## config.mk

```make
export PLATFORM = sky130hd
export DESIGN_NAME = pipeline_exec_controller
export DESIGN_NICKNAME = d
export VERILOG_FILES = /design/src/rtl/pipeline_exec_controller.sv
export SDC_FILE = /design/constraint.sdc
export NUM_CORES = 1
export LEC_CHECK = 0
export ABC_CLOCK_PERIOD_IN_PS = 5410
export CORE_UTILIZATION = 53
export CTS_CLUSTER_DIAMETER = 50
export CTS_CLUSTER_SIZE = 25
export DETAILED_ROUTE_END_ITERATION = 8
export PLACE_DENSITY = 0.84
export SYNTH_ARGS = -nofsm -noshare
export SYNTH_HDL_FRONTEND = slang
export SYNTH_SLANG_ARGS = --single-unit
```

## constraint.sdc

```tcl
create_clock -name clk -period 5.41 [get_ports clk]
set_input_delay 0.541 -clock clk [delete_from_list [all_inputs] [get_ports clk]]
set_output_delay 0.541 -clock clk [all_outputs]
set_load 0.02 [all_outputs]
```

## src/rtl/pipeline_exec_controller.sv

```systemverilog
// pipeline_exec_controller
//   Host-driven sequencer for the MIPS pipeline. Accepts command bytes from
//   the UART receiver, loads a program word-by-word into instruction memory,
//   and gates pipeline advance for continuous run or single-step.
//
// Ports:
//   clk, rst          : clock, synchronous active-high reset
//   i_cmd_valid/i_cmd : host byte stream; o_cmd_ready accepts a byte
//   i_halt_retired    : HALT_WORD reached writeback (RUN/STEP only)
//   o_imem_we/addr/data : instruction memory write port
//   o_pipe_enable     : pipeline advance enable (PC write + stage regs)
//   o_pipe_rst        : one-cycle pipeline clear pulse at load start
//   o_state           : FSM state encoding
//   o_load_overflow   : sticky, memory filled without HALT
//   o_cycle_count     : enabled-cycle count
//
// Optional feature macro: CYCLE_COUNT_EN (enables o_cycle_count counter;
// otherwise o_cycle_count is tied to 0).

module pipeline_exec_controller #(
  parameter int unsigned ADDR_W    = 6,
  parameter logic [31:0] HALT_WORD = 32'hFFFF_FFFF
) (
  input  logic              clk,
  input  logic              rst,
  input  logic              i_cmd_valid,
  input  logic [7:0]        i_cmd,
  output logic              o_cmd_ready,
  input  logic              i_halt_retired,
  output logic              o_imem_we,
  output logic [ADDR_W-1:0] o_imem_addr,
  output logic [31:0]       o_imem_data,
  output logic              o_pipe_enable,
  output logic              o_pipe_rst,
  output logic [2:0]        o_state,
  output logic              o_load_overflow,
  output logic [31:0]       o_cycle_count
);

  typedef enum logic [2:0] {
    S_IDLE  = 3'd0,
    S_LOAD  = 3'd1,
    S_READY = 3'd2,
    S_RUN   = 3'd3,
    S_STEP  = 3'd4,
    S_DONE  = 3'd5
  } state_t;

  localparam logic [7:0] CMD_LOAD = 8'h4C;
  localparam logic [7:0] CMD_RUN  = 8'h52;
  localparam logic [7:0] CMD_STEP = 8'h53;

  state_t            state_q, state_d;
  logic [1:0]        byte_cnt_q, byte_cnt_d;
  logic [31:0]       word_q, word_d;
  logic [ADDR_W-1:0] addr_cnt_q, addr_cnt_d;
  logic              we_q, we_d;
  logic [ADDR_W-1:0] addr_q, addr_d;
  logic [31:0]       data_q, data_d;
  logic              pipe_rst_q, pipe_rst_d;
  logic              ovf_q, ovf_d;
  logic              finish_q, finish_d;
  logic              cmd_ready_q, cmd_ready_d;

  logic              xfer;
  logic [31:0]       word_next;

  assign xfer      = i_cmd_valid & cmd_ready_q;
  assign word_next = {word_q[23:0], i_cmd};

  always_comb begin
    state_d    = state_q;
    byte_cnt_d = byte_cnt_q;
    word_d     = word_q;
    addr_cnt_d = addr_cnt_q;
    we_d       = 1'b0;
    addr_d     = addr_q;
    data_d     = data_q;
    pipe_rst_d = 1'b0;
    ovf_d      = ovf_q;
    finish_d   = 1'b0;

    unique case (state_q)
      S_IDLE, S_DONE: begin
        if (xfer && i_cmd == CMD_LOAD) begin
          state_d    = S_LOAD;
          pipe_rst_d = 1'b1;
          addr_cnt_d = '0;
          byte_cnt_d = '0;
          ovf_d      = 1'b0;
        end
      end

      S_READY: begin
        if (xfer) begin
          if (i_cmd == CMD_LOAD) begin
            state_d    = S_LOAD;
            pipe_rst_d = 1'b1;
            addr_cnt_d = '0;
            byte_cnt_d = '0;
            ovf_d      = 1'b0;
          end else if (i_cmd == CMD_RUN) begin
            state_d = S_RUN;
          end else if (i_cmd == CMD_STEP) begin
            state_d = S_STEP;
          end
        end
      end

      S_LOAD: begin
        // The terminating word's write strobe is issued one cycle after the
        // 4th byte, so LOAD is held for that cycle (finish_q) to keep the
        // strobe inside LOAD; bytes arriving in that cycle are dropped.
        if (finish_q) begin
          state_d = S_READY;
        end else if (xfer) begin
          word_d     = word_next;
          byte_cnt_d = byte_cnt_q + 2'd1;
          if (byte_cnt_q == 2'd3) begin
            we_d   = 1'b1;
            addr_d = addr_cnt_q;
            data_d = word_next;
            if (word_next == HALT_WORD) begin
              finish_d = 1'b1;
            end else if (addr_cnt_q == '1) begin
              finish_d = 1'b1;
              ovf_d    = 1'b1;
            end
            // Counter saturates at the last address rather than wrapping.
            if (addr_cnt_q != '1) begin
              addr_cnt_d = addr_cnt_q + 1'b1;
            end
          end
        end
      end

      S_RUN: begin
        if (i_halt_retired) begin
          state_d = S_DONE;
        end
      end

      S_STEP: begin
        state_d = i_halt_retired ? S_DONE : S_READY;
      end

      default: state_d = S_IDLE;
    endcase

    // Ready is registered from the next state so it is low out of reset.
    cmd_ready_d = (state_d == S_IDLE) || (state_d == S_LOAD) ||
                  (state_d == S_READY) || (state_d == S_DONE);
  end

  always_ff @(posedge clk) begin
    if (rst) begin
      state_q     <= S_IDLE;
      byte_cnt_q  <= '0;
      word_q      <= '0;
      addr_cnt_q  <= '0;
      we_q        <= 1'b0;
      addr_q      <= '0;
      data_q      <= '0;
      pipe_rst_q  <= 1'b0;
      ovf_q       <= 1'b0;
      finish_q    <= 1'b0;
      cmd_ready_q <= 1'b0;
    end else begin
      state_q     <= state_d;
      byte_cnt_q  <= byte_cnt_d;
      word_q      <= word_d;
      addr_cnt_q  <= addr_cnt_d;
      we_q        <= we_d;
      addr_q      <= addr_d;
      data_q      <= data_d;
      pipe_rst_q  <= pipe_rst_d;
      ovf_q       <= ovf_d;
      finish_q    <= finish_d;
      cmd_ready_q <= cmd_ready_d;
    end
  end

  assign o_cmd_ready     = cmd_ready_q;
  assign o_imem_we       = we_q;
  assign o_imem_addr     = addr_q;
  assign o_imem_data     = data_q;
  assign o_pipe_enable   = (state_q == S_RUN) || (state_q == S_STEP);
  assign o_pipe_rst      = pipe_rst_q;
  assign o_state         = state_q;
  assign o_load_overflow = ovf_q;

`ifdef CYCLE_COUNT_EN
  logic [31:0] cyc_q, cyc_d;

  always_comb begin
    cyc_d = cyc_q;
    if (pipe_rst_q) begin
      cyc_d = '0;
    end else if (o_pipe_enable) begin
      cyc_d = cyc_q + 32'd1;
    end
  end

  always_ff @(posedge clk) begin
    if (rst) begin
      cyc_q <= '0;
    end else begin
      cyc_q <= cyc_d;
    end
  end

  assign o_cycle_count = cyc_q;
`else
  assign o_cycle_count = '0;
`endif

endmodule

```

# [Yosys cells after proc, flatten, opt, wreduce, memory -nomap -nowiden]
# Cells that the tools add are included.
[word_totals] inputBits=12 latch_bits=0 output_inout_bits=78 mem_bits_ro=0 wordCells=97 memories=0 mem_bits_rw=0 register_bits=78
[classes] n_mul=0 bitwise_logic=5 addsub=2 eq_ne=24 order_cmp=0 reduce_logical=16 div_mod_pow=0 n_shift=0 muxes=39
[op_table] op="6-bit 2-to-1 mux" count=7
[op_table] op="32-bit == test (second input constant)" count=1
[op_table] op="8-bit by 7-bit == test with 1-bit output (second input constant)" count=3
[op_table] op="3-bit 2-to-1 mux" count=8
[op_table] op="2-bit != test (second input constant)" count=9
[op_table] op="6-bit one-hot mux with 3 select lines" count=1
[op_table] op="3-bit one-hot mux with 5 select lines" count=1
[op_table] op="1-bit 2-to-1 mux" count=14
[op_table] op="2-bit 2-to-1 mux" count=5
[op_table] op="3-bit by 2-bit == test with 1-bit output (second input constant)" count=3
[op_table] op="3-bit == test (second input constant)" count=3
[op_table] op="9-bit AND reduction" count=1
[op_table] op="8-bit AND reduction" count=1
[op_table] op="6-bit by 1-bit adder with 6-bit output (second input constant)" count=1
[op_table] op="3-bit by 1-bit == test with 1-bit output (second input constant)" count=2
[op_table] op="6-bit == test (second input constant)" count=1
[op_table] op="3-bit zero test" count=2
[op_table] op="6-bit != test (second input constant)" count=1
[op_table] op="2-bit one-hot mux with 3 select lines" count=1
[op_table] op="6-bit AND reduction" count=1
[op_table] op="5-bit OR reduction" count=1
[op_table] op="1-bit logical OR" count=4
[op_table] op="1-bit inverter" count=4
[op_table] op="4-bit AND reduction" count=1
[op_table] op="other kinds (10)" count=10

# [Depth between registers and ports, before layout]
[logic_depth] ltp_word=10 ltp_mapped=9 ltp_nobuf=6

# [Least setup slack after synthesis]
# OpenSTA, ideal clock, no wires.
[synth_timing] path_kind="register to register" startpoint="register state_q[2], in the netlist o_state[2]" endpoint="register addr_q[2], in the netlist o_imem_addr[2]" setup_ns=0.069 path_buffers=4 stages_incl_launch_ff=10 synth_period_minus_slack_ns=1.978 required_ns=5.341 t_arrival_ns=1.909 slack_ns=3.432 cell_sequence="dfxtp_1 buf_6 or3b_4 or3_1 buf_6 nor2_8 buf_12 buf_12 nand2_2 a21oi_2"
[synth_between] elab_chain_len=2
[synth_lines] item="start: declaration" line="53" rtl="state_t state_q, state_d;"
[synth_lines] item="start signal: assignment" line="169" rtl="state_q <= state_d;"
[synth_lines] item="3-bit by 1-bit == test with 1-bit output" line="83" rtl="unique case (state_q)"
[synth_lines] item="4-bit AND reduction (no source line)"
[synth_lines] item="end signal: assignment" line="174" rtl="addr_q <= addr_d;"
[synth_lines] item="end: declaration" line="58" rtl="logic [ADDR_W-1:0] addr_q, addr_d;"
# No other way between the ends.
# A chain may end at the register's enable or synchronous reset.

# [Worst setup path in the final report]
[layout_timing] startpoint="register state_q[0], in the netlist o_state[0]" endpoint="register data_q[3], in the netlist o_imem_data[3]"
[layout_between] elab_chain_len=2
[layout_lines] item="3-bit by 1-bit == test with 1-bit output" line="83"
[layout_lines] item="4-bit AND reduction (no source line)"
[layout_lines] item="end signal: assignment" line="175" rtl="data_q <= data_d;"
[layout_lines] item="end: declaration" line="59" rtl="logic [31:0] data_q, data_d;"
# No other way between the ends.

==> run summary <==
- TritonCTS clock tree: yes
- drt pass-1 iters: 5
- final-report setup violation count: 0
- flip-flop and latch count after synthesis: 78
- placement row count: 29
- Final Hold Fails: 0
- Worst-Skew Late Latency: 350 ps
- nets@finish: 485
- met2 usage: 33.4%
- Sequential cell area: 0.00156 mm2
- reg-to-reg startpoint: o_state[0]$_SDFF_PP0_
- Critical-path top delay cell: sky130_fd_sc_hd__or3_1
- CORE AREA: 0.00635 mm2
- initial antenna violation count: 0
- # hold bufs at CTS: 0
- hold_sp: o_imem_data[10]$_SDFFE_PP0P_
- Final Cell Area: 0.00411 mm2
- via count: 2949
- clock sink count: 78
- worst hold slack across all endpoints: 456 ps
- top library cells by usage in the layout, fill and taps aside: sky130_fd_sc_hd__nand2_1, sky130_fd_sc_hd__dfxtp_1, sky130_fd_sc_hd__clkdlybuf4s50_1, sky130_fd_sc_hd__a21oi_1, sky130_fd_sc_hd__conb_1
- post-synthesis average cell area: 8.22 um2
- Crit. Startpoint: o_state[0]$_SDFF_PP0_
- sequential-to-total area share from yosys stat: 44.6%
- Static Leakage: 1.36 nW
- class of the tightest hold or removal check: register to register
- global-route usage over all layers: 21.0%
- die area: 0.00693 mm2
- Max-cap violations: 0
- aggregate global routing overflow: 0
- final weighted congestion in routability-driven placement: 0.823
- Pins Over Slew Limit: 0
- setup fix buffers added after clock tree synthesis: 0
- count of synthesis-stage warnings from yosys: 0
- buffers from clock root to sink, at most: 2
- first-pass GRT wire length: 12.1 mm
- Layout fillers: 549
- root buffer cell: sky130_fd_sc_hd__clkbuf_8
- top cell type's share of synthesized area: 44.6%
- top-level port count: 90
- post-detailed-route wirelength per cell: 12.9 um
- number of buffers created by CTS: 9
- Port-buffer cells: 57
- critical-path cell list: or3b_4, or3_1, nor2_8, nand2_1, a21oi_1
- data required time at the worst endpoint: 5690 ps
- slew of the pin with the lowest slew margin: 954 ps
- die outline width: 83.3 um
- cell type group with the largest total delay on the critical path: simple AND/OR/NAND/NOR gates
- routing usage on met1: 27.7%
- drt drc: 0
- maximum number of pins on one net before global-route repair: 44
- Worst Setup Path Type: register to register
- buffering stage count on the worst path with inverters included: 0
- final clock skew: 7.75 ps
- setup repair after global routing missed its margin: false
- most common cell after layout, fill and taps aside: sky130_fd_sc_hd__nand2_1
- kind of launch point of the worst setup path: register
- clock slew at reported path FFs: 90 ps
- status: completed
- antenna viol nets, final: 0
- Post-CTS Resized: 0
- top cell type by total area after synthesis: sky130_fd_sc_hd__dfxtp_1
- multi-input combinational cell area: 0.00163 mm2
- layout cell share with drive strength beyond 1: 13.7%
- overall die height: 83.3 um
- final antenna diode count: 0
- maximum clock rate: 0.358 GHz
- areal power density over the cells: 260 mW/mm2
- Initial Utilization: 55.1%
- ranking of synthesized cells by area: sky130_fd_sc_hd__dfxtp_1, sky130_fd_sc_hd__nand2_1, sky130_fd_sc_hd__a21oi_1
- Gate Count Post-Synth: 426
- largest fanout on the critical path: 38
- H-Tree Level Count: 3
- first-iteration detailed-routing DRC count: 234
- highest ir drop seen on vdd: 0.170 mV
- worst slack at placement: 2410 ps
- Slew headroom: 36.4%
- aggregate negative setup slack: 0 ps
- via count of the first global-routing pass: 2691
- Global Route met3 Usage: 3.68%
- delay contributed by the slowest stage of the critical path: 750 ps
- post-layout minimum cycle time: 2790 ps
- wirelength, routed: 7.13 mm
- ratio of final minimum period to clock period: 51.6%
- post-synthesis cell type count: 43
- least setup slack across all paths after layout: 2620 ps
- netlist area before placement: 0.00350 mm2
- drt via density: 5.33
- data arrival time of the critical path: 3070 ps
- most utilized layer in the global route result: met2
- area after detailed placement: 0.00390 mm2
- endpoint type of the worst setup path: register
- Area Growth Syn to Fin: 17.3%
- sum of net half-perimeters after detailed placement: 4.87 mm
## path summary, 6_finish.rpt
path         slack (ps)  cells after the start                           end
max                2620                      5   o_imem_data[3]$_SDFFE_PP0P_
min                 460                      2  o_imem_data[10]$_SDFFE_PP0P_
min reg2reg         460                      2  o_imem_data[10]$_SDFFE_PP0P_
max reg2reg        2620                      5   o_imem_data[3]$_SDFFE_PP0P_
## worst register-to-register path, delay by kind of cell, from the launching register on
family           cells  cell delay, ps
AO/OA/AOI/OAI        1             160
flip-flops           1             550
AND/OR/NAND/NOR      4            2010
## layer usage
metal / vias up / wire length [um]
met5: - / 0
met4: 0 / 126
met3: 11 / 379
met2: 104 / 3380
met1: 1371 / 3240
li1: 1463 / -
## stage by stage
| step | cells | power, mW | utilization (%) |
|---|---|---|---|
| after floorplan | 457 | 0.638 | - |
| after global placement | 537 | 0.635 | 61.5 |
| after detailed placement | 537 | 0.635 | 61.5 |
| after CTS | 553 | 1.07 | 64.7 |
| after global routing | 553 | 1.10 | 64.7 |
| final | 553 | 1.07 | 64.7 |
## synthesized netlist by cell type, drive strengths merged
cell type,instances
or3,5
nand3,5
nor4,6
a21oi,73
nand2b,3
and4,2
a211oi,4
inv,8
buf,38
a31o,1
a32oi,1
o211a,1
and3b,1
o31ai,2
nand2,132
conb,1
or4,1
nand4,10
or3b,1
nor4bb,1
dfxtp,78
o41ai,1
nor2b,4
a31oi,2
ha,2
or2,1
o2111ai,1
nor3,2
o32ai,1
nor2,12
o21ai,3
a22o,1
clkbuf,19
nand3b,1
o21a,1
a22oi,1
## flip-flops by register name, indices dropped and copies added, names as in the netlist
| name | flops |
|---|---|
| addr_cnt_q | 6 |
| byte_cnt_q | 2 |
| finish_q | 1 |
| o_cmd_ready | 1 |
| o_imem_addr | 6 |
| o_imem_data | 32 |
| o_imem_we | 1 |
| o_load_overflow | 1 |
| o_pipe_rst | 1 |
| o_state | 3 |
| word_q | 24 |
## cell type report
cell class	instances	area share (%)
Tap cell	77	2.35
Clock inverter	7	1.95
Multi-Input combinational cell	314	39.6
Sequential cell	78	38.0
Inverter	8	0.731
Timing Repair Buffer	60	14.3
Clock buffer	9	3.02
## cell families after synthesis
family / Yosys count / share of synthesized area (%)
and+or+nand+nor: 187 / 25.4
adders and majority gates: 2 / 0.715
DFF: 78 / 44.6
other: 1 / 0.107
buffers and inverters: 65 / 12.3
AOI/OAI and AO/OA: 93 / 16.9
## where the power goes
part / switching (mW) / total, mW / internal [mW]
logic: 0.0382 / 0.0479 / 0.00971
clock network: 0.227 / 0.445 / 0.219
registers: 0.000248 / 0.574 / 0.574
No activity file was read; power rests on OpenSTA's default activity.
